--- config.mk ---
export PLATFORM = sky130hd
export DESIGN_NAME = shape_processor_ctrl_writer
export DESIGN_NICKNAME = d
export VERILOG_FILES = /design/src/rtl/shape_processor_pkg.sv /design/src/rtl/shape_processor_sfr_read_timer.sv /design/src/rtl/shape_processor_ctrl_writer.sv
export SDC_FILE = /design/constraint.sdc
export NUM_CORES = 1
export LEC_CHECK = 0
export CAP_MARGIN = 20
export CORE_AREA = 2 2 106 108
export DETAILED_ROUTE_END_ITERATION = 8
export DIE_AREA = 0 0 108 110
export DONT_BUFFER_PORTS = 1
export PLACE_DENSITY_LB_ADDON = 0.12
export SETUP_SLACK_MARGIN = 0.15
export SYNTH_ARGS = -nofsm -noshare
export SYNTH_HDL_FRONTEND = slang
export SYNTH_SLANG_ARGS = --single-unit
--- constraint.sdc ---
create_clock -name clk -period 2.2 [get_ports clk]
set_clock_uncertainty 0.05 [all_clocks]
set_input_delay 0.33 -clock clk [delete_from_list [all_inputs] [get_ports clk]]
set_output_delay 0.33 -clock clk [all_outputs]
set_load 0.02 [all_outputs]
--- src/rtl/shape_processor_pkg.sv ---
// shape_processor_pkg: CTRL SFR layout, response codes and writer FSM states
package shape_processor_pkg;

    localparam int CTRL_SHAPE_W = 3;
    localparam int CTRL_OP_W    = 3;
    localparam int CTRL_RSVD_W  = 32 - CTRL_SHAPE_W - CTRL_OP_W;

    typedef struct packed {
        logic [CTRL_RSVD_W-1:0]  reserved;
        logic [CTRL_SHAPE_W-1:0] shape;
        logic [CTRL_OP_W-1:0]    operation;
    } ctrl_sfr_reg;

    typedef enum logic [1:0] {
        RSP_OK        = 2'b00,
        RSP_REJECTED  = 2'b01,
        RSP_READ_DONE = 2'b10,
        RSP_CORRUPT   = 2'b11
    } rsp_status_e;

    typedef enum logic [2:0] {
        ST_IDLE,
        ST_PRE_RD,
        ST_PRE_WAIT,
        ST_WR,
        ST_POST_RD,
        ST_POST_WAIT,
        ST_RESP
    } writer_state_e;

    function automatic ctrl_sfr_reg pack_ctrl(input logic [CTRL_SHAPE_W-1:0] shape,
                                              input logic [CTRL_OP_W-1:0] op);
        pack_ctrl = '{reserved: '0, shape: shape, operation: op};
    endfunction

endpackage

--- src/rtl/shape_processor_sfr_read_timer.sv ---
// shape_processor_sfr_read_timer: pulses capture READ_LATENCY cycles after start
module shape_processor_sfr_read_timer #(
    parameter int READ_LATENCY = 1
) (
    input  logic clk,
    input  logic rst,
    input  logic start,
    output logic capture
);

    if (READ_LATENCY < 1 || READ_LATENCY > 7) begin : g_bad_latency
        $error("READ_LATENCY must be in 1..7");
    end

    logic [2:0] cnt;
    logic       armed;

    // Count down from READ_LATENCY-1 after the read strobe; capture fires at zero
    always_ff @(posedge clk) begin
        if (rst) begin
            armed <= 1'b0;
            cnt   <= '0;
        end else if (start) begin
            armed <= 1'b1;
            cnt   <= 3'(READ_LATENCY - 1);
        end else if (armed) begin
            if (cnt == 3'd0)
                armed <= 1'b0;
            else
                cnt <= cnt - 3'd1;
        end
    end

    assign capture = armed && (cnt == 3'd0);

endmodule

--- src/rtl/shape_processor_ctrl_writer.sv ---
// shape_processor_ctrl_writer: turns config requests into verified CTRL SFR transactions
module shape_processor_ctrl_writer
    import shape_processor_pkg::*;
#(
    parameter int READ_LATENCY = 1,
    parameter int SHAPE_W      = CTRL_SHAPE_W,
    parameter int OP_W         = CTRL_OP_W
) (
    input  logic               clk,
    input  logic               rst,
    input  logic               req_valid,
    output logic               req_ready,
    input  logic               req_write,
    input  logic [SHAPE_W-1:0] req_shape,
    input  logic [OP_W-1:0]    req_operation,
    output logic               rsp_valid,
    input  logic               rsp_ready,
    output logic [1:0]         rsp_status,
    output logic [SHAPE_W-1:0] rsp_shape,
    output logic [OP_W-1:0]    rsp_operation,
    output logic               write,
    output logic [31:0]        write_data,
    output logic               read,
    input  logic [31:0]        read_data
);

    if (SHAPE_W != CTRL_SHAPE_W || OP_W != CTRL_OP_W) begin : g_bad_widths
        $error("SHAPE_W/OP_W must match the CTRL register layout");
    end

    writer_state_e state, next;
    ctrl_sfr_reg   req_img, pre_val, post_val;
    logic          req_wr;
    logic          capture;
    rsp_status_e   status;

    shape_processor_sfr_read_timer #(.READ_LATENCY(READ_LATENCY)) u_timer (
        .clk     (clk),
        .rst     (rst),
        .start   (read),
        .capture (capture)
    );

    // State register; reset abandons any in-flight transaction
    always_ff @(posedge clk) begin
        if (rst)
            state <= ST_IDLE;
        else
            state <= next;
    end

    // Latch the request and the two readback samples
    always_ff @(posedge clk) begin
        if (rst) begin
            req_wr   <= 1'b0;
            req_img  <= '0;
            pre_val  <= '0;
            post_val <= '0;
        end else begin
            if (req_valid && req_ready) begin
                req_wr  <= req_write;
                req_img <= pack_ctrl(req_shape, req_operation);
            end
            if (state == ST_PRE_WAIT && capture)
                pre_val <= read_data;
            if (state == ST_POST_WAIT && capture)
                post_val <= read_data;
        end
    end

    // Next-state: pre-read, write, post-read for writes; post-read only for reads
    always_comb begin
        next = state;
        case (state)
            ST_IDLE:      if (req_valid) next = req_write ? ST_PRE_RD : ST_POST_RD;
            ST_PRE_RD:    next = ST_PRE_WAIT;
            ST_PRE_WAIT:  if (capture) next = ST_WR;
            ST_WR:        next = ST_POST_RD;
            ST_POST_RD:   next = ST_POST_WAIT;
            ST_POST_WAIT: if (capture) next = ST_RESP;
            ST_RESP:      if (rsp_ready) next = ST_IDLE;
            default:      next = ST_IDLE;
        endcase
    end

    // Outcome: matching readback wins; otherwise unchanged CTRL means the slave dropped the write
    always_comb begin
        status = !req_wr ? RSP_READ_DONE :
                 ({post_val.shape, post_val.operation} == {req_img.shape, req_img.operation}) ? RSP_OK :
                 (post_val == pre_val) ? RSP_REJECTED : RSP_CORRUPT;
    end

    // Bus strobes and response fields are decoded from state and zero elsewhere
    always_comb begin
        req_ready     = (state == ST_IDLE) && !rst;
        write         = (state == ST_WR);
        write_data    = write ? req_img : 32'h0;
        read          = (state == ST_PRE_RD) || (state == ST_POST_RD);
        rsp_valid     = (state == ST_RESP);
        rsp_status    = rsp_valid ? status : 2'b00;
        rsp_shape     = rsp_valid ? post_val.shape : '0;
        rsp_operation = rsp_valid ? post_val.operation : '0;
    end

endmodule
==> run_results.csv <==
group,metric,value,unit
clock_tree,cts_buffers,9,
global_routing,overflow,0,
detailed_routing,vias,2755,
floorplanning,num_rows,38,
detailed_routing,wl_per_cell,15.09,um
clock_tree,cts_setup_buffers,0,
setup_path,r2r_cells,6,
min_path,hold_path_class,"in -> reg",
job,cap_violations,0,
detailed_routing,dr.pass1.iters,4,
min_path,holdPathEnd,"req_img[4]",
timing,finalCritPeriodShare,0.9491,
setup_path,cp-end-kind,"output port",
timing,finalHoldViolations,0,
setup_path,crit_arrival,1.71,ns
timing,finalSetupTns,0,ns
finish,drive_gt1_frac,0.1369,
clock_tree,clockBufferDepth,2,
power,ir_drop,0.4551,mV
clock_tree,clkLatencyLatePin,0.35,ns
detailed_routing,drtAntennaViolNets,0,
placement,gp_congestion,0.7484,
finish,n_antenna_cell,0,
floorplanning,io_pins,87,
global_routing,grt_use_met1,0.2126,
placement,placed_cells,574,
yosys,yosysWarningCount,0,
setup_path,r2r_slack,0.31,ns
global_routing,grt_usage,0.1579,
min_path,min-delay-start,"req_shape[1]",
global_routing,grt_use_met3,0.06114,
yosys,ys_types,34,
timing,rsz0062_at_grt,"yes",
power,power.leakage,1.606,nW
clock_tree,clock_sinks,78,
setup_path,r2r-end,"u_timer.armed",
floorplanning,die_area,11880,um^2
setup_path,critPathRequiredTime,1.82,ns
setup_path,cp_max_fo,2,
power,power,0.002772,W
timing,post-route-min-period,2.088,ns
clock_tree,path_clk_slew,0.08,ns
yosys,ys_ff_latch,78,
finish,instances_no_fill,593,
finish,syn2layout_area_growth,9.511,%
floorplanning,chipWidth,108,um
timing,slew_viol_final,0,
clock_tree,cts_root_buffer,"clkbuf_8",
yosys,syn_inst,452,
global_routing,grt_first_pass_wirelength,14040,um
yosys,syn-mean-instance-area,8.091,um^2
yosys,syn_area,3657,um^2
outcome,outcome,"completed",
global_routing,antenna_found_initial,0,
floorplanning,start_util,0.3419,
global_routing,grt_most_used_layer,"met2",
global_routing,grt_max_degree,70,
placement,place_ws,0.1740,ns
finish,nets,493,
clock_tree,cts_tree,"yes",
global_routing,globalRouteMet2Util,0.2332,
placement,numPortBuffers,0,
detailed_routing,via_per_inst,4.646,
yosys,seq_area_frac_synth,0.4270,
finish,fillers,1121,
clock_tree,ctsHtreeMaxLevel,3,
setup_path,crit_path_start_kind,"flip-flop",
setup_path,critical_path_class,"reg -> out",
detailed_routing,routed_wl,8946,um
timing,setup_viol,0,
power,powerDensity,692.0,nW/um^2
timing,fin_ws,0.1120,ns
global_routing,grt_pass1_vias,2658,
setup_path,r2r_start,"u_timer.cnt[0]",
min_path,hold_depth,2,
floorplanning,die_height,110,um
detailed_routing,drtIter0Drc,166,
timing,clock.fmax,0.4789,GHz
placement,dp_hpwl,5680,um
floorplanning,core-area,10700,um^2
detailed_routing,drc_errors,0,
layout make-up:
type,count,area [um^2],area share
clock buffer,13,168.9,0.04217
clock inverter,3,17.52,0.004374
inverter,6,22.52,0.005623
multi-input combinational,341,1891,0.4720
sequential,78,1565,0.3908
tap,140,175.2,0.04374
timing repair buffer,12,165.2,0.04124
routing by layer:
metal	vias to the layer above	share of wire
met2	65	0.44
met3	8	0.072
met1	1275	0.48
li1	1407	-
met4	0	0.011
met5	-	0
power by group:
| group | internal (W) | switching, W | leakage (nW) |
|---|---|---|---|
| Combinational | 0.0000955 | 0.000185 | 0.879 |
| Sequential | 0.00144 | 0.0000232 | 0.632 |
| Clock | 0.000499 | 0.000525 | 0.0954 |
kinds of logic after synthesis:
kind of cell | synth area share
XOR/XNOR | 0.09819
AO/OA/AOI/OAI | 0.1221
other | 0.001025
adder cells (fa/ha/maj) | 0.006841
buffers and inverters | 0.09784
AND/OR/NAND/NOR | 0.2470
flip-flops | 0.4270
worst max path at each step:
| stage | startpoint | to | slack (ns) | cells after the start |
|---|---|---|---|---|
| after floorplan | state[1] | write_data[0] | 0.43 | 4 |
| after CTS | pre_val[22] | rsp_status[1] | 0.10 | 5 |
| after global placement | pre_val[16] | rsp_status[1] | 0.17 | 5 |
| after detailed placement | post_val[3] | rsp_status[1] | 0.17 | 5 |
| after global routing | pre_val[18] | rsp_status[1] | 0.004 | 5 |
| final | pre_val[18] | rsp_status[1] | 0.11 | 5 |
through the flow:
step	hold slack, ns	utilization	instance area [um^2]
after floorplan	0.3978	-	3751
after global placement	0.3542	0.3467	3709
after detailed placement	0.3548	0.3467	3709
after CTS	0.02203	0.3717	3976
after global routing	0.02777	0.3744	4005
final	0.04494	0.3744	4005
Yosys cell counts, drive strengths merged:
cell / count / area (um^2)
nand3b: 7 / 52.55
nand2: 140 / 530.5
inv: 6 / 22.52
or2: 1 / 6.260
a21oi: 67 / 395.4
nor3: 4 / 20.02
a311oi: 1 / 8.760
a32oi: 1 / 8.760
and3b: 1 / 10.01
xor2: 36 / 315.3
clkbuf: 9 / 33.78
conb: 1 / 3.750
and2: 13 / 81.33
xnor2: 5 / 43.79
and3: 1 / 6.260
o21ai: 4 / 20.02
nor4: 10 / 77.57
buf: 43 / 301.5
nand3: 9 / 45.04
a211oi: 1 / 7.510
nor2b: 1 / 6.260
nor2: 5 / 18.77
nor4b: 1 / 8.760
a31oi: 1 / 6.260
nand4: 2 / 12.51
dfxtp: 78 / 1562
ha: 2 / 25.02
nor3b: 1 / 18.77
nand4b: 1 / 8.760
cells in the final DEF, fill, tap and decap left out, drive strengths merged, types with 2 or more instances in the layout:
cell type	n
buf	10
dfxtp	78
o21ai	4
dlygate4sd3	2
a21oi	67
clkinv	2
nand3b	7
ha	2
and2	13
xnor2	5
clkbuf	13
nor3	4
xor2	36
nor2	5
conb	26
nand2	140
inv	6
nand4	2
nand3	9
nor4	10
timing repair:
item                                    CTS  global route
pin swaps                                 6             3
endpoints found under the hold margin    71             0
hold buffers                              3             0
resized for setup                         9             9
endpoints found under the setup margin    1             9
sequential cells by signal, summed over array words and instances, names as in the netlist:
signal         flops
post_val          32
pre_val           32
req_img            6
req_wr             1
state              3
u_timer.armed      1
u_timer.cnt        3
critical path, cell delays in order (launching register included):
cell	delay [ns]
dfxtp_1	0.33
xor2_1	0.17
nor4_2	0.34
nand4_1	0.19
o21ai_2	0.20
o21ai_2	0.13
No activity file was read; power rests on OpenSTA's default activity.
